$ cat config.mk
export PLATFORM = sky130hd
export DESIGN_NAME = tug_of_war_flat
export DESIGN_NICKNAME = d
export VERILOG_FILES = /design/src/rtl/tug_of_war_if.sv /design/src/rtl/tug_of_war.sv /design/src/flat_wrapper.sv
export SDC_FILE = /design/constraint.sdc
export NUM_CORES = 1
export LEC_CHECK = 0
export BUFFER_PORTS_ARGS = -buffer_cell sky130_fd_sc_hd__buf_2
export CAP_MARGIN = 30
export CORE_MARGIN = 10
export CORE_UTILIZATION = 40
export DETAILED_ROUTE_END_ITERATION = 6
export PLACE_DENSITY = 0.66
export SYNTH_ARGS = -nofsm -noshare
export SYNTH_HDL_FRONTEND = slang
export SYNTH_SLANG_ARGS = --single-unit
$ cat constraint.sdc
create_clock -name clock -period 3.9 [get_ports clock]
set_input_delay 0.195 -clock clock [delete_from_list [all_inputs] [get_ports clock]]
set_output_delay 0.195 -clock clock [all_outputs]
set_load 0.01 [all_outputs]
$ cat src/rtl/tug_of_war_if.sv
// tug_of_war_if: player keys (LeftButton, RightButton) in; playfield LEDR[9:0] and active-low winner digit display[6:0] out
interface tug_of_war_if;
  logic       LeftButton;
  logic       RightButton;
  logic [9:0] LEDR;
  logic [6:0] display;
  modport master (output LeftButton, RightButton, input LEDR, display);
  modport slave (input LeftButton, RightButton, output LEDR, display);
endinterface

$ cat src/rtl/tug_of_war.sv
// tug_of_war: 9-light tug-of-war; clock/reset (sync, active-high), io.slave carries keys in and LEDR/display out
module tug_of_war (
  input  logic         clock,
  input  logic         reset,
  tug_of_war_if.slave  io
);
  typedef enum logic [1:0] {NONE, LEFT_WIN, RIGHT_WIN} win_t;
  win_t       win_q, win_d;
  logic [9:1] led_q, led_d;
  logic [10:0] ext;
  logic       l, r;
  assign l = io.LeftButton & ~io.RightButton & (win_q == NONE);
  assign r = io.RightButton & ~io.LeftButton & (win_q == NONE);
  assign ext = {1'b0, led_q, 1'b0};
  always_comb begin
    led_d = led_q;
    for (int i = 1; i <= 9; i++)
      led_d[i] = (l & ext[i-1]) | (r & ext[i+1]) | (ext[i] & ~(l | r));
  end
  always_comb begin
    win_d = win_q;
    if (win_q == NONE)
      win_d = (led_q[9] & l) ? LEFT_WIN : (led_q[1] & r) ? RIGHT_WIN : NONE;
  end
  always_ff @(posedge clock) begin
    if (reset) begin
      led_q <= 9'b000010000;
      win_q <= NONE;
    end else begin
      led_q <= led_d;
      win_q <= win_d;
    end
  end
  assign io.LEDR = {led_q, 1'b0};
  assign io.display = (win_q == LEFT_WIN) ? 7'b0100100 : (win_q == RIGHT_WIN) ? 7'b1111001 : 7'b1111111;
endmodule

$ cat src/flat_wrapper.sv
// flat-port wrapper written by rule: the top's interface ports become plain ports
module tug_of_war_flat 
  (clock, reset, io_LeftButton, io_RightButton, io_LEDR, io_display);
  tug_of_war_if io_i ();
  input  logic clock;
  input  logic reset;
  input wire logic [$bits(io_i.LeftButton)-1:0] io_LeftButton;
  input wire logic [$bits(io_i.RightButton)-1:0] io_RightButton;
  output wire logic [$bits(io_i.LEDR)-1:0] io_LEDR;
  output wire logic [$bits(io_i.display)-1:0] io_display;
  assign io_i.LeftButton = io_LeftButton;
  assign io_i.RightButton = io_RightButton;
  assign io_LEDR = io_i.LEDR;
  assign io_display = io_i.display;
  tug_of_war u_core (.clock(clock), .reset(reset), .io(io_i));
endmodule
; Yosys cells after proc, flatten, opt, wreduce, memory -nomap -nowiden
; Cells that the tools add are included.
[op_classes]
add_sub_neg = 0
mul = 0
div = 0
order_cmp = 0
n_eq_ne = 2
n_shift = 0
n_mux = 4
n_bitwise = 51
n_reduce_logical = 1
[op_table]
columns = op, count
row1 = 1-bit AND, 31
row2 = 1-bit OR, 17
row3 = 7-bit two-way mux, 1
row4 = 2-bit two-way mux, 2
row5 = 3-bit two-way mux, 1
row6 = 1-bit NOT, 3
row7 = 2-bit by 1-bit == test with 1-bit output (second input constant), 1
row8 = 2-bit == test (second input constant), 1
row9 = 2-bit logical NOT, 1
[totals]
ff_bits = 11
latch_bits = 0
ram_bits = 0
mem_bits_ro = 0
inputBits = 4
out_inout_bits = 17
word_cells = 60
memories = 0

; Depth between registers and ports, before layout
[depth]
depth_word = 7
mapped_depth = 5
mapped_depth_nobuf = 5

; Worst setup path before layout
; No wires, ideal clock.
[synth_timing]
path_kind = register to register
from = reg u_core.win_q[0]
to = reg u_core.led_q[5] in the netlist's numbering
setup_time_ns = 0.122
t_arrival_ns = 1.115
required_ns = 3.778
slack_ns = 2.663
path_stages_with_launch = 6
path_buffers = 1
period_less_slack_ns = 1.237
path_cell_list = dfxtp_1 > inv_1 > ha_1 > buf_2 > nand2_1 > a221o_1
[synth_between]
elab_chain_len = 6
elab_cells_between_ends = 10
cone_classes = 9 x bitwise / 1 x reduce/logical
[synth_lines]
columns = element, line
row1 = start: declaration, tug_of_war.sv:8  ; win_t win_q, win_d;
row2 = start signal: assignment, tug_of_war.sv:31  ; win_q <= win_d;
row3 = 2-bit logical NOT *, "tug_of_war.sv:12, tug_of_war.sv:13"
row4 = "1-bit AND, on equally long branches", "tug_of_war.sv:12, tug_of_war.sv:13"
row5 = 1-bit OR, tug_of_war.sv:18  ; led_d[i] = (l & ext[i-1]) | (r & ext[i+1]) | (ext[i] & ~(l | r));
row6 = 1-bit NOT, tug_of_war.sv:18
row7 = 1-bit AND, tug_of_war.sv:18
row8 = 1-bit OR *, tug_of_war.sv:18
row9 = end signal: assignment, tug_of_war.sv:30  ; led_q <= led_d;
row10 = end: declaration, tug_of_war.sv:9  ; logic [9:1] led_q, led_d;
; Mark *: on every way between the ends. The rest lies on a longest branch, timed or not.
; A chain may end at the register's enable or synchronous reset.

; Worst setup path in the final report
[layout_timing]
from = reg u_core.win_q[1]
to = reg u_core.led_q[5] in the netlist's numbering
; The elaborated chain is that of the path after synthesis.

==> impl_results.md <==
- Syn Inst Count: 71
- Number of diodes: 0
- Critical Path Start Type: register
- Antenna-violating nets left: 0
- FF+latch count, synth: 11
- Std-Cell Rows: 13
- Start point of the critical path: u_core.win_q[1]
- Routed WL per cell: 13.2 um
- Worst Path Arrival: 1.72 ns
- Final nets: 93
- Final hold vios: 0
- Vias in the first global route: 510
- Crit path kind: register to register
- Routed WL: 1320 um
- Clock buffer depth: 2
- Initial Util: 44.4%
- IO Pins: 21
- Post-CTS sizing: 0
- Die X: 58.7 um
- Crit. End Element: register
- Power Total: 0.000247 W
- Netlist cell types: 23
- Dpl hpwl: 1020 um
- CP Cell Sequence: inv_1 > ha_1 > nand2_1 > a221o_1
- Outcome: finished, final reports clean
- Max Freq: 641 MHz
- Die span in y: 58.7 um
- Slew @ Worst Pin: 0.644 ns
- P per Cell Area: 361 nW/um2
- Mapped Area: 599 um2
- Quantity of hold-fixing buffers added after cts: 0
- Crit path required time: 4.06 ns
- Fin crit period: 1.56 ns
- First-pass GRT wire length: 2350 um
- CTS sink count: 11
- Synthesized area per cell: 8.44 um2
- DRT Pass-1 Iters: 4
- H-Tree Depth: 1
- DR DRC count: 0
- YS warnings: 0
- Max incr delay on CP: 0.57 ns
- Synth-to-layout area growth: 14.2%
- Worst-path clk slew: 0.07 ns
- Leading area contributor after synthesis: dfxtp_1
- CTS buffer count: 3
- Largest cells by area after synthesis: dfxtp_1 (37%), a21oi_1 (8.4%), a211oi_1 (7.5%)
- Final Wtd Congestion: 0.700
- Max Cap Violations: 0
- Max Slew Vio Count: 0
- Fin crit share: 40.0%
- Peak supply drop: 0.164 mV
- Grt total ovfl: 0
- Sequential area share after synthesis: 36.7%
- Lkg Pwr: 0.271 nW
- Setup TNS Final: 0 ns
- Clk root buf: clkbuf_4
- Hold Path Origin: reset
- DR vias: 534
- Max_slew headroom: 57.0%
- Core area: 1350 um2
- Syn_nets: 78
- CTS tree: done
- DP Area: 658 um2
- Worst hold path class: primary input to register
- Pin count of the biggest net entering global routing: 23
- Initial antenna violation count: 0
- Vias per cell: 5.34
- Synth top area share: 36.7%
- RSZ-0062 raised after global routing: no
- Worst-Skew Late Latency: 0.27 ns
- Launch point of the worst reg-to-reg path: u_core.win_q[1]
- Gr usage total: 8.59%
- Fillers: 140
- Layout cells sized above 1: 25.9%
- Final setup vio count: 0
- Full die area: 3450 um2
- Final instance area: 684 um2
- Detailed Route Iter0 Violations: 10
- Maximum fanout along the worst path: 22
- Port Buffers: 18
- Clock Skew: 0.00271 ns
- Slowest-stage cell, CP: ha_1
- Post CTS Setup Buffer Count: 0
[flip-flops by register name (all words and copies together), names as in the netlist]
| register | flops |
|---|---|
| u_core.led_q | 9 |
| u_core.win_q | 2 |
[synthesized netlist by cell type (all sizes together)]
master,count
dfxtp,11
a21oi,10
buf,7
a211oi,6
o22ai,6
inv,5
nand2b,4
ha,3
nor2b,3
a31oi,2
conb,2
nand3,2
o21ai,2
a221o,1
a22o,1
and2,1
and2b,1
clkbuf,1
nand2,1
nor2,1
xor2,1
[placed cells by master (no fill, tap or decap)]
master / netlist / layout
nand2_1: 1 / 1
buf_2: 1 / 18
nand2b_1: 4 / 4
nor2b_1: 3 / 3
o21ai_0: 2 / 2
clkbuf_4: 0 / 3
ha_1: 3 / 3
a221o_1: 1 / 1
nand3_1: 2 / 2
a21oi_1: 10 / 10
a31oi_1: 2 / 2
clkbuf_1: 1 / 1
and2b_1: 1 / 1
a211oi_1: 6 / 6
nor2_1: 1 / 1
xor2_2: 1 / 1
conb_1: 2 / 2
dfxtp_1: 11 / 11
a22o_1: 1 / 1
and2_1: 1 / 1
o22ai_1: 6 / 6
inv_1: 5 / 5
[metrics by stage]
| step | cells | utilization, % | hold slack [ns] | worst slack [ns] |
|---|---|---|---|---|
| global route | 100 | 50.7 | 0.224 | 2.21 |
| detailed placement | 96 | 48.7 | 0.488 | 2.35 |
| finish | 100 | 50.7 | 0.226 | 2.34 |
| CTS | 100 | 50.7 | 0.210 | 2.35 |
| global placement | 96 | 48.7 | 0.482 | 2.41 |
| floorplan | 71 | - | 0.300 | 2.66 |
[critical path, delay by kind of cell (launching register included)]
kind,cells,cell delay (ns)
adder cells (fa/ha/maj),1,0.57
AO/OA/AOI/OAI,1,0.36
flip-flops,1,0.33
AND/OR/NAND/NOR,1,0.11
buffers and inverters,1,0.08
[metal layers]
metal,vias up,track usage (%),part of all wire [%]
met5,-,0,0
met3,4,4.51,6.7
met4,0,4.92,1.7
met2,13,12.1,45
met1,237,10.1,47
li1,280,-,-
[cells by family after synthesis]
group,count (synthesis),synth area share [%]
simple gates,13,12.5
xor+xnor,1,2.71
other cells,2,1.25
compound gates,28,29.0
fa+ha+maj,3,6.26
flops,11,36.7
buf+inv,13,11.5
[report_power, final]
group / internal [W] / total, W / switching, W / leakage [nW]
logic: 0.0000184 / 0.0000414 / 0.0000229 / 0.166
registers: 0.000120 / 0.000128 / 0.00000795 / 0.0904
clock network: 0.0000396 / 0.0000774 / 0.0000378 / 0.0150
[worst paths after layout]
kind	end	slack (ns)	depth (start not counted)
max	u_core.led_q[5]	2.34	4
max reg2reg	u_core.led_q[5]	2.34	4
min reg2reg	u_core.win_q[1]	0.50	2
min	u_core.win_q[1]	0.23	2
[final cells by class]
type / instances / area (um2) / share of cell area, %
Clock buffer: 4 / 26.3 / 3.84
Sequential cell: 11 / 220 / 32.2
Multi-Input combinational cell: 47 / 310 / 45.3
Tap cell: 15 / 18.8 / 2.74
Timing Repair Buffer: 18 / 90.1 / 13.2
Inverter: 5 / 18.8 / 2.74
No activity file was read; power rests on OpenSTA's default activity.
